**src/rtl/bundle_pkg.sv**
```systemverilog
// ============================================================================
// bundle_pkg: shared state encoding and signed add helpers for bundle_accumulator.
// Rev 1.0
// ============================================================================
`default_nettype none

package bundle_pkg;

    // Widest element the helpers handle; lanes sign-extend into this width.
    localparam int MAX_W = 64;

    typedef enum logic [1:0] {
        IDLE   = 2'd0,
        ACCUM  = 2'd1,
        OUTPUT = 2'd2
    } state_t;

    function automatic logic signed [MAX_W-1:0] smax(input int width);
        return (64'sd1 <<< (width - 1)) - 64'sd1;
    endfunction

    function automatic logic signed [MAX_W-1:0] smin(input int width);
        return -(64'sd1 <<< (width - 1));
    endfunction

    // Returns {ovf, sum}; sum is the width-bit result sign-extended to MAX_W.
    function automatic logic [MAX_W:0] sat_add(
        input logic signed [MAX_W-1:0] a,
        input logic signed [MAX_W-1:0] b,
        input logic                    sat,
        input int                      width
    );
        logic signed [MAX_W-1:0] sum;
        logic signed [MAX_W-1:0] hi;
        logic signed [MAX_W-1:0] lo;
        logic                    ovf;
        int                      sh;
        hi  = smax(width);
        lo  = smin(width);
        sh  = MAX_W - width;
        sum = a + b;
        ovf = (sum > hi) || (sum < lo);
        if (ovf) begin
            if (sat) begin
                sum = (sum > hi) ? hi : lo;
            end else begin
                sum = (sum <<< sh) >>> sh;
            end
        end
        return {ovf, sum};
    endfunction

endpackage

`default_nettype wire

```
**src/rtl/bundle_lane.sv**
```systemverilog
// ============================================================================
// bundle_lane: one signed accumulator lane with sticky overflow, wrap or saturate.
// Rev 1.0   (optional bin output under BUNDLE_THRESHOLD_EN)
// ============================================================================
`default_nettype none

module bundle_lane #(
    parameter int ELEMENT_WIDTH = 16
) (
    input  logic                     clk,
    input  logic                     reset_n,
    input  logic                     clear,
    input  logic                     enable,
    input  logic                     sat,
    input  logic [ELEMENT_WIDTH-1:0] din,
    output logic [ELEMENT_WIDTH-1:0] acc,
`ifdef BUNDLE_THRESHOLD_EN
    output logic                     bin,
`endif
    output logic                     overflow
);
    import bundle_pkg::*;

    localparam int EW = ELEMENT_WIDTH;

    logic [MAX_W-1:0] acc_ext;
    logic [MAX_W-1:0] din_ext;
    logic [MAX_W:0]   add_res;
    logic [EW-1:0]    acc_next;
    logic             ovf_next;
    logic             unused_hi;

    assign acc_ext  = {{(MAX_W-EW){acc[EW-1]}}, acc};
    assign din_ext  = {{(MAX_W-EW){din[EW-1]}}, din};
    assign add_res  = sat_add(acc_ext, din_ext, sat, EW);
    assign acc_next = add_res[EW-1:0];
    assign ovf_next = add_res[MAX_W];
    // Upper bits are only the sign extension of acc_next.
    assign unused_hi = ^add_res[MAX_W-1:EW];

    always_ff @(posedge clk or negedge reset_n) begin
        if (!reset_n) begin
            acc      <= '0;
            overflow <= 1'b0;
`ifdef BUNDLE_THRESHOLD_EN
            bin      <= 1'b0;
`endif
        end else if (clear) begin
            acc      <= '0;
            overflow <= 1'b0;
`ifdef BUNDLE_THRESHOLD_EN
            bin      <= 1'b0;
`endif
        end else if (enable) begin
            acc      <= acc_next;
            overflow <= overflow | ovf_next;
`ifdef BUNDLE_THRESHOLD_EN
            bin      <= !acc_next[EW-1] && (|acc_next);
`endif
        end
    end

endmodule

`default_nettype wire

```
**src/rtl/bundle_accumulator.sv**
```systemverilog
// ============================================================================
// bundle_accumulator: multi-lane signed hypervector bundling accumulator.
// Rev 1.0   (define BUNDLE_THRESHOLD_EN to add the binarised out_bin port)
// ============================================================================
`default_nettype none

module bundle_accumulator #(
    parameter int ELEMENT_WIDTH = 16,
    parameter int LANES         = 8,
    parameter int COUNT_WIDTH   = 16
) (
    input  logic                           clk,
    input  logic                           reset_n,
    input  logic                           start,
    input  logic                           sat_mode,
    input  logic                           in_valid,
    output logic                           in_ready,
    input  logic                           in_last,
    input  logic [LANES*ELEMENT_WIDTH-1:0] in_vec,
    output logic                           out_valid,
    input  logic                           out_ready,
    output logic [LANES*ELEMENT_WIDTH-1:0] out_vec,
    output logic [COUNT_WIDTH-1:0]         out_count,
    output logic [LANES-1:0]               overflow,
`ifdef BUNDLE_THRESHOLD_EN
    output logic [LANES-1:0]               out_bin,
`endif
    output logic                           busy
);
    import bundle_pkg::*;

    state_t                 state;
    logic                   mode_sat;
    logic [COUNT_WIDTH-1:0] count;
    logic                   in_active;
    logic                   accept;
    logic                   lane_clear;

    // A start in ACCUM takes priority over the beat presented in that cycle.
    assign in_active  = (state == ACCUM) && !start;
    assign in_ready   = in_active;
    assign accept     = in_active && in_valid;
    assign lane_clear = start && (state != OUTPUT);
    assign out_count  = count;

    always_ff @(posedge clk or negedge reset_n) begin
        if (!reset_n) begin
            state     <= IDLE;
            mode_sat  <= 1'b0;
            count     <= '0;
            out_valid <= 1'b0;
            busy      <= 1'b0;
        end else begin
            case (state)
                IDLE: begin
                    if (start) begin
                        state    <= ACCUM;
                        mode_sat <= sat_mode;
                        count    <= '0;
                        busy     <= 1'b1;
                    end
                end
                ACCUM: begin
                    if (start) begin
                        mode_sat <= sat_mode;
                        count    <= '0;
                    end else if (in_valid) begin
                        if (count != '1) begin
                            count <= count + COUNT_WIDTH'(1);
                        end
                        if (in_last) begin
                            state     <= OUTPUT;
                            out_valid <= 1'b1;
                        end
                    end
                end
                OUTPUT: begin
                    if (out_ready) begin
                        state     <= IDLE;
                        out_valid <= 1'b0;
                        busy      <= 1'b0;
                    end
                end
                default: begin
                    state     <= IDLE;
                    out_valid <= 1'b0;
                    busy      <= 1'b0;
                end
            endcase
        end
    end

    for (genvar i = 0; i < LANES; i++) begin : g_lane
        bundle_lane #(
            .ELEMENT_WIDTH(ELEMENT_WIDTH)
        ) u_lane (
            .clk      (clk),
            .reset_n  (reset_n),
            .clear    (lane_clear),
            .enable   (accept),
            .sat      (mode_sat),
            .din      (in_vec[i*ELEMENT_WIDTH +: ELEMENT_WIDTH]),
            .acc      (out_vec[i*ELEMENT_WIDTH +: ELEMENT_WIDTH]),
`ifdef BUNDLE_THRESHOLD_EN
            .bin      (out_bin[i]),
`endif
            .overflow (overflow[i])
        );
    end

endmodule

`default_nettype wire

```
**config.mk**
```make
export PLATFORM = sky130hd
export DESIGN_NAME = bundle_accumulator
export DESIGN_NICKNAME = d
export VERILOG_FILES = /design/src/rtl/bundle_pkg.sv /design/src/rtl/bundle_lane.sv /design/src/rtl/bundle_accumulator.sv
export SDC_FILE = /design/constraint.sdc
export NUM_CORES = 1
export LEC_CHECK = 0
export CORE_MARGIN = 4
export CORE_UTILIZATION = 51
export CTS_CLUSTER_DIAMETER = 60
export CTS_CLUSTER_SIZE = 20
export DETAILED_ROUTE_END_ITERATION = 10
export GPL_TIMING_DRIVEN = 0
export PLACE_DENSITY = 0.82
export SETUP_SLACK_MARGIN = 0.4
export SYNTH_ARGS = -nofsm -noshare
export SYNTH_HDL_FRONTEND = slang
export SYNTH_SLANG_ARGS = --single-unit
export TNS_END_PERCENT = 5
```
**constraint.sdc**
```tcl
create_clock -name clk -period 3.2 [get_ports clk]
set_input_delay 0.64 -clock clk [delete_from_list [all_inputs] [get_ports clk]]
set_output_delay 0.64 -clock clk [all_outputs]
set_load 0.005 [all_outputs]
```
==> metrics.md, run 1 <==
| Metric | Value |
|---|---|
| Core Area | `roughly 24000 um2` |
| Seq. cell area | `roughly 4000 um2` |
| CTS H-Tree Depth | `4` |
| Worst R2R Start | `g_lane[2].u_lane.acc[1]` |
| Nets | `1963` |
| Die width | `between 150 and 200 um` |
| IO Pins | `just under 300` |
| Cell Count Post-Placement | `between 1500 and 2000` |
| Maximum clock path buffer count | `2` |
| Tmin final | `roughly 3 ns` |
| Unrepaired setup endpoints after global routing | `yes` |
| Post-Syn Area per Cell | `roughly 9.4 um2` |
| Worst setup EP type | `register` |
| Cells on worst reg2reg path | `12` |
| Crit path kind | `in -> reg` |
| Initial Utilization | `0.519` |
| Clock root cell | `clkbuf_16` |
| Clk pin slew, worst setup/hold paths | `0.07 ns` |
| Primary FF master, synth | `dfrtp_1` |
| Initial antenna violation count | `2` |
| Synth-to-layout area growth | `46.4%` |
| Yosys reg bits | `approximately 160` |
| Reg2reg end | `g_lane[2].u_lane.acc[7]` |
| Lkg Pwr | `0.00791 uW` |
| Worst hold-check path type | `in -> async` |
| Critical path required time | `~3.5 ns` |
| Worst hold margin | `0.112 ns` |
| Vias in the first global route | `roughly 12000` |
| Worst vdd ir | `between 0.3 and 0.4 mV` |
| Routed len/inst | `roughly 20 um` |
| GP Congestion | `~0.92` |
| Mapped Cells | `roughly 1300` |
| Overall Power | `approximately 12000 uW` |
| Die Ht | `between 150 and 200 um` |
| Non-Filler Instances | `2024` |
| Uppermost layer routed | `met5` |
| Largest net degree at the start of global routing | `between 90 and 100` |
| Combined global-route utilization of all metal layers | `0.292` |
| Port bufs | `~290` |
| Commonest non-fill, non-tap cell in the layout | `clkdlybuf4s50_1` |
| Die area | `~27000 um2` |
| Fillers | `~1700` |
| Status | `complete, no violations` |
| Num CTS Buffers | `17` |
| Post-synth ARST share | `1.00` |
| Finished Core Util | `0.760` |
| Critical path peak fanout | `6` |
| Most frequent cells in the layout | `clkdlybuf4s50_1, dfrtp_1, a21oi_1, a221o_1, ha_1` |
| M1 WL | `between 15000 and 20000 um` |
| HPWL Detailed | `around 28000 um` |
| Seq/Total Area, Yosys | `0.321` |
| Crit path DAT | `between 3 and 4 ns` |
| Synth unique cells | `approximately 80` |
| Final period util | `0.965` |
| Clk Latency, worst-skew pair | `between 0.4 and 0.5 ns` |
| Met3 WL | `~3100 um` |
| Tightest Pin Transition | `~0.93 ns` |
| TritonCTS Sinks | `157` |
| Number of flops mapped to enable cells by yosys | `0` |
| Syn. warnings | `0` |
| Final Setup Violations | `0` |
| Endpoints failing hold | `0` |
| Fmax | `around 0.32 GHz` |
| Fin. max-slew vios | `0` |
| Remaining antenna violation count after routing | `0` |
| Detailed-route DRC error count | `0` |
| Worst rel slew slack | `0.374` |
| Met2 wire length | `approximately 20000 um` |
| Row count | `56` |
| DR iter-0 viols | `just under 900` |
| Clk_skew | `around 0.018 ns` |
| Max_cap viols | `0` |
| CTS tree | `built` |
| Multi-input gate area | `8800 um2` |
| Syn_nets | `about 1600` |
| Via count | `about 12000` |
| DRT Pass-1 Iters | `5` |
| First-pass GRT wire length | `about 63000 um` |
| Cell area after synthesis | `12200 um2` |
| Share of post-route cells with drive strength above 1 | `0.181` |
| Startpoint types | `input pin` |
| Pwr per Cell Area | `~680 nW/um2` |
| Total routed wirelength | `40900 um` |
| Reg2Reg Setup Slack | `around 0.12 ns` |
| DR vias/cell | `6.09` |
| Grt ovf | `0` |
[final cells by class]
| class | instances | area share |
|---|---|---|
| Clock buffer | 18 | 0.0240 |
| Multi-Input combinational cell | 1036 | 0.492 |
| Buffer | 49 | 0.0178 |
| Timing Repair Buffer | 373 | 0.204 |
| Inverter | 56 | 0.0120 |
| Sequential cell | 157 | 0.220 |
| Tap cell | 319 | 0.0223 |
| Antenna cell | 1 | 0.000140 |
| Timing Repair inverter | 1 | 0.000419 |
| Clock inverter | 14 | 0.00804 |
[flip-flops by register name (all words and copies together), names as in the netlist]
signal / cells
state: 2
out_valid: 1
g_lane.u_lane.overflow: 8
busy: 1
g_lane.u_lane.acc: 128
mode_sat: 1
out_count: 16
[stage by stage]
stage          setup TNS [ns]  setup slack, ns  instance area, um2
5_1_grt                     0           0.0469               17900
2_1_floorplan               0            0.272               12400
4_1_cts                     0            0.247               17600
3_5_place_dp           -68.04           -0.824               15800
3_3_place_gp          -870.23            -5.17               15700
6_report                    0            0.111               17900
[where the power goes]
group / internal (uW) / switching, uW
Clock: 1100 / 951
Sequential: 2480 / 536
Combinational: 3760 / 3330
Total: 7330 / 4810
[cell usage after synthesis, drive strengths merged, types with 18 or more instances]
library cell  instances  share of area
nand3                19         0.0078
a31oi                21          0.011
nand2b               21          0.011
a21oi               125          0.052
a21o                 39          0.024
o21a                 26          0.016
xnor2                81          0.059
and3                 18         0.0092
o21ai                81          0.033
nor3                 26          0.011
xor2                 40          0.029
dfrtp               157           0.32
a221o                97          0.079
nor2b                21          0.011
inv                  56          0.017
nor2                 72          0.022
ha                  129           0.13
buf                  22          0.011
clkbuf               27         0.0083
nand2                70          0.021
[routing by layer]
layer	global-route usage	vias up
met5	0	-
met4	0.0850	2
met3	0.0782	89
met2	0.502	487
met1	0.361	6045
li1	-	5707
[worst max-delay path, cell delays in order]
cell and delay [ns]:
clkdlybuf4s50_1 0.45, ha_2 0.44, and3_1 0.24, a221oi_4 0.09
buf_4 0.15, and4bb_2 0.26, a2111oi_4 0.31, buf_4 0.19
nor3_4 0.04, buf_6 0.16, buf_16 0.12, a221o_1 0.30
[how the worst max path moves through the flow]
stage / startpoint / slack, ns / cells after the start / endpoint
6_report: in_vec[41] / 0.11 / 12 / g_lane[2].u_lane.acc[7]
3_3_place_gp: reset_n / -5.17 / 1 / g_lane[4].u_lane.acc[5]
2_1_floorplan: in_vec[64] / 0.27 / 12 / g_lane[4].u_lane.acc[6]
5_1_grt: g_lane[2].u_lane.acc[1] / 0.05 / 12 / g_lane[2].u_lane.acc[7]
4_1_cts: g_lane[4].u_lane.acc[0] / 0.25 / 12 / g_lane[4].u_lane.acc[11]
3_5_place_dp: in_vec[80] / -0.82 / 12 / g_lane[5].u_lane.acc[1]
[kinds of logic (layout without fill, tap and decap cells)]
logic type | count (synthesis) | in the layout | share of synthesized area
AOI/OAI and AO/OA | 483 | 483 | 0.287
xor gates and xnor gates | 121 | 121 | 0.0879
adders and majority gates | 137 | 137 | 0.145
buffers and inverters | 105 | 511 | 0.0360
DFF | 157 | 157 | 0.321
muxes | 3 | 3 | 0.00286
other | 0 | 1 | 0
and+or+nand+nor | 292 | 292 | 0.120
[repair_timing]
| item | in CTS | in global routing |
|---|---|---|
| setup endpoints to repair | 136 | 138 |
| buffers inserted | 62 | 15 |
| resized for setup | 168 | 45 |
| pin swaps | 79 | 35 |
| hold buffers | 0 | 0 |
| gates cloned | 6 | 1 |
Note: power is estimated with default switching activity, not from simulation.
==> inputs of run 2 (changes only) <==
--- a/config.mk
+++ b/config.mk
@@ -5,13 +5,15 @@
 export SDC_FILE = /design/constraint.sdc
 export NUM_CORES = 1
 export LEC_CHECK = 0
+export CELL_PAD_IN_SITES_DETAIL_PLACEMENT = 1
+export CELL_PAD_IN_SITES_GLOBAL_PLACEMENT = 1
 export CORE_MARGIN = 4
-export CORE_UTILIZATION = 51
+export CORE_UTILIZATION = 39
 export CTS_CLUSTER_DIAMETER = 60
 export CTS_CLUSTER_SIZE = 20
 export DETAILED_ROUTE_END_ITERATION = 10
 export GPL_TIMING_DRIVEN = 0
-export PLACE_DENSITY = 0.82
+export PLACE_DENSITY = 0.88
 export SETUP_SLACK_MARGIN = 0.4
 export SYNTH_ARGS = -nofsm -noshare
 export SYNTH_HDL_FRONTEND = slang
==> constraint.sdc (replaced) <==
create_clock -name clk -period 3.45 [get_ports clk]
set_input_delay 0.69 -clock clk [delete_from_list [all_inputs] [get_ports clk]]
set_output_delay 0.69 -clock clk [all_outputs]
set_load 0.005 [all_outputs]
==> run 2 against run 1 <==
  * Flip-flop and latch count unchanged
  * Power decreased by 1.7%
  * Hold slack lost 0.0065 ns
  * First-iteration DRC count decreased by 18%
  * Clock power about the same
  * Register-to-register slack better by 0.15 ns
  * Largest cell class unchanged
  * Global-route usage is 3.1 points lower
==> metrics.md, run 2 (same netlist as run 1, synthesis figures left out) <==
| Metric | Value |
|---|---|
| Max reg flops | `128 (unchanged)` |
| Unrepaired setup endpoints after global routing | `yes (unchanged)` |
| Synth-to-layout area growth | `49.7% (was 46.4%)` |
| Clk_skew | `0.0197 ns (was 0.0175 ns)` |
| Grt ovf | `0 (unchanged)` |
| Combined global-route utilization of all metal layers | `0.260 (was 0.292)` |
| Design Area, Final | `18300 um2 (was 17900 um2)` |
| Critical path's most frequent cell | `buf_4 (unchanged)` |
| Worst hold-check path type | `in -> async (unchanged)` |
| CTS H-Tree Depth | `4 (unchanged)` |
| Clk pin slew, worst setup/hold paths | `0.08 ns (was 0.07 ns)` |
| Startpoint types | `register (was input pin)` |
| Core Area | `30700 um2 (was 23500 um2)` |
| TritonCTS Sinks | `157 (unchanged)` |
| Crit path max-delay cell type | `dfrtp_1 (was clkdlybuf4s50_1)` |
| Die width | `185 um (was 163 um)` |
| GP Congestion | `0.887 (was 0.917)` |
| Tmin final | `3.18 ns` |
| Routed len/inst | `24.0 um (was 20.2 um)` |
| Worst rel slew slack | `0.385 (was 0.374)` |
| Most flop-heavy register | `g_lane.u_lane.acc (unchanged)` |
| Vias in the first global route | `13508 (was 12250)` |
| HPWL Detailed | `32300 um (was 27800 um)` |
| Worst vdd ir | `0.338 mV (was 0.359 mV)` |
| CP delay by family, top | `compound AO/OA/AOI/OAI gates (was buffers and inverters)` |
| Initial antenna violation count | `4 (was 2)` |
| Most frequent cells in the layout | `clkdlybuf4s50_1, dfrtp_1, a21oi_1, a221o_1, buf_4 (was clkdlybuf4s50_1, dfrtp_1, a21oi_1, a221o_1, ha_1)` |
| Worst setup EP type | `register (unchanged)` |
| DR iter-0 viols | `725 (was 880)` |
| Clock root cell | `clkbuf_16 (unchanged)` |
| Cell Count Post-Placement | `1984 (was 1907)` |
| CTS tree | `built (unchanged)` |
| Status | `complete, no violations (unchanged)` |
| Fmax | `0.315 GHz` |
| Final Setup Violations | `0 (unchanged)` |
| Fillers | `3324 (was 1652)` |
| Crit path DAT | `3.50 ns (was 3.40 ns)` |
| Via count | `12809 (was 12330)` |
| CTS Hold Bufs | `0 (unchanged)` |
| Internal power | `7050 uW (was 7330 uW)` |
| Reg power frac | `0.237 (was 0.248)` |
| Non-Filler Instances | `2115 (was 2024)` |
| Remaining antenna violation count after routing | `0 (unchanged)` |
| Row count | `64 (was 56)` |
| Lkg Pwr | `0.00817 uW (was 0.00791 uW)` |
| Endpoints failing hold | `0 (unchanged)` |
| Initial Utilization | `0.398 (was 0.519)` |
| Logic pwr share | `0.592 (was 0.583)` |
| DR vias/cell | `6.06 (was 6.09)` |
| Switch share | `0.409 (was 0.396)` |
| DRT Pass-1 Iters | `5 (unchanged)` |
| Port bufs | `289 (unchanged)` |
| Crit path largest cell delay | `0.43 ns (was 0.45 ns)` |
| Pwr per Cell Area | `652 nW/um2 (was 678 nW/um2)` |
| Tightest Pin Transition | `0.915 ns (was 0.932 ns)` |
| Largest net degree at the start of global routing | `114 (was 98)` |
| First-pass GRT wire length | `71700 um (was 62800 um)` |
| Detailed-route DRC error count | `0 (unchanged)` |
| Worst path cell trace | `ha_4 -> inv_2 -> fa_2 -> nor2b_2 -> o31a_1 -> o211ai_1 -> a211oi_2 -> buf_4 -> nor4_4 -> buf_4 -> buf_6 -> nor4_4 -> buf_4 -> clkbuf_16 -> a221o_1 (was clkdlybuf4s50_1 -> ha_2 -> and3_1 -> a221oi_4 -> buf_4 -> and4bb_2 -> a2111oi_4 -> buf_4 -> nor3_4 -> buf_6 -> buf_16 -> a221o_1)` |
| Placed Area | `15600 um2 (was 15800 um2)` |
| Die area | `34300 um2 (was 26500 um2)` |
| Critical path required time | `3.77 ns (was 3.51 ns)` |
| P_sw | `4890 uW (was 4810 uW)` |
| Commonest non-fill, non-tap cell in the layout | `clkdlybuf4s50_1 (unchanged)` |
| Nets | `1977 (was 1963)` |
| Maximum clock path buffer count | `2 (unchanged)` |
| Total routed wirelength | `50700 um (was 40900 um)` |
| Clk Latency, worst-skew pair | `0.45 ns (was 0.44 ns)` |
| Final period util | `0.921` |
| Crit path kind | `reg -> reg (was in -> reg)` |
| Clk pwr share | `0.171 (was 0.169)` |
| Critical path buffers and inverters | `6 (was 5)` |
| Num CTS Buffers | `17 (unchanged)` |
| Max_cap viols | `0 (unchanged)` |
| Fin. max-slew vios | `0 (unchanged)` |
| Critical path peak fanout | `4 (was 6)` |
| IO Pins | `290 (unchanged)` |
| Die Ht | `185 um (was 163 um)` |
| Share of post-route cells with drive strength above 1 | `0.201 (was 0.181)` |
==> run 2: what timing repair did <==
action                                  in CTS  in global routing
pin swaps                                   49                 91
setup buffers                               42                 51
resized for setup                          118                169
cloned                                       3                  2
endpoints found under the setup margin     126                130
hold endpoints to repair                     0                  0
==> run 2: worst register-to-register path, delay by kind of cell, from the launching register on <==
family	cells	cell delay [ns]
AOI/OAI and AO/OA	4	1.02
buffers and inverters	6	0.84
adders and majority gates	2	0.43
DFF	1	0.43
and+or+nand+nor	3	0.33
==> run 2: power by group through the flow <==
stage / Sequential, uW / Combinational [uW] / Clock, uW
detailed placement: 2770 / 5620 / 0
floorplan: 2690 / 3550 / 0
global route: 2890 / 7610 / 2150
global placement: 2750 / 5350 / 0
finish: 2830 / 7070 / 2040
CTS: 2760 / 6160 / 2050
==> run 2: cell type report <==
cell class              count  area (um2)  area share
diodes                      1        2.50    0.000137
plain buffers              49         309      0.0169
clock buffers              19         453      0.0247
clock inverters            13         155     0.00848
inverters                  56         214      0.0117
multi-input cells        1036        8950       0.489
flip-flops and latches    157        3930       0.215
well taps                 396         495      0.0271
repair buffers            387        3780       0.207
repair inverters            1        7.51    0.000410
==> run 2: metrics by stage <==
stage | total power [uW] | setup WS [ns] | util | hold slack, ns | setup TNS [ns]
floorplan | 6240 | 0.405 | - | 0.394 | 0
global placement | 8110 | -5.20 | 0.508 | 0.466 | -861.96
detailed placement | 8390 | -0.825 | 0.509 | 0.474 | -60.20
CTS | 11000 | 0.310 | 0.558 | 0.122 | 0
global route | 12700 | 0.204 | 0.595 | 0.130 | 0
finish | 11900 | 0.273 | 0.595 | 0.105 | 0
==> run 2: path summary, 6_finish.rpt <==
kind / from / to / slack (ns) / cells after the start
worst max-delay path: g_lane[1].u_lane.acc[0] / g_lane[1].u_lane.acc[3] / 0.27 / 15
worst min-delay path: reset_n / g_lane[4].u_lane.acc[4] / 0.11 / 1
worst max register to register: g_lane[1].u_lane.acc[0] / g_lane[1].u_lane.acc[3] / 0.27 / 15
worst min register to register: g_lane[7].u_lane.overflow / g_lane[7].u_lane.overflow / 0.49 / 2
max in group asynchronous: reset_n / g_lane[3].u_lane.acc[10] / 2.39 / 2
min in group clk: g_lane[7].u_lane.overflow / g_lane[7].u_lane.overflow / 0.49 / 2
==> run 2: layer usage <==
metal	track usage	routed length, um	up-vias	part of all wire
met5	0	33	-	0.00065
met4	0.0916	1990	6	0.039
met3	0.0516	2940	134	0.058
met2	0.467	26000	488	0.51
met1	0.310	19700	6452	0.39
li1	-	-	5729	-
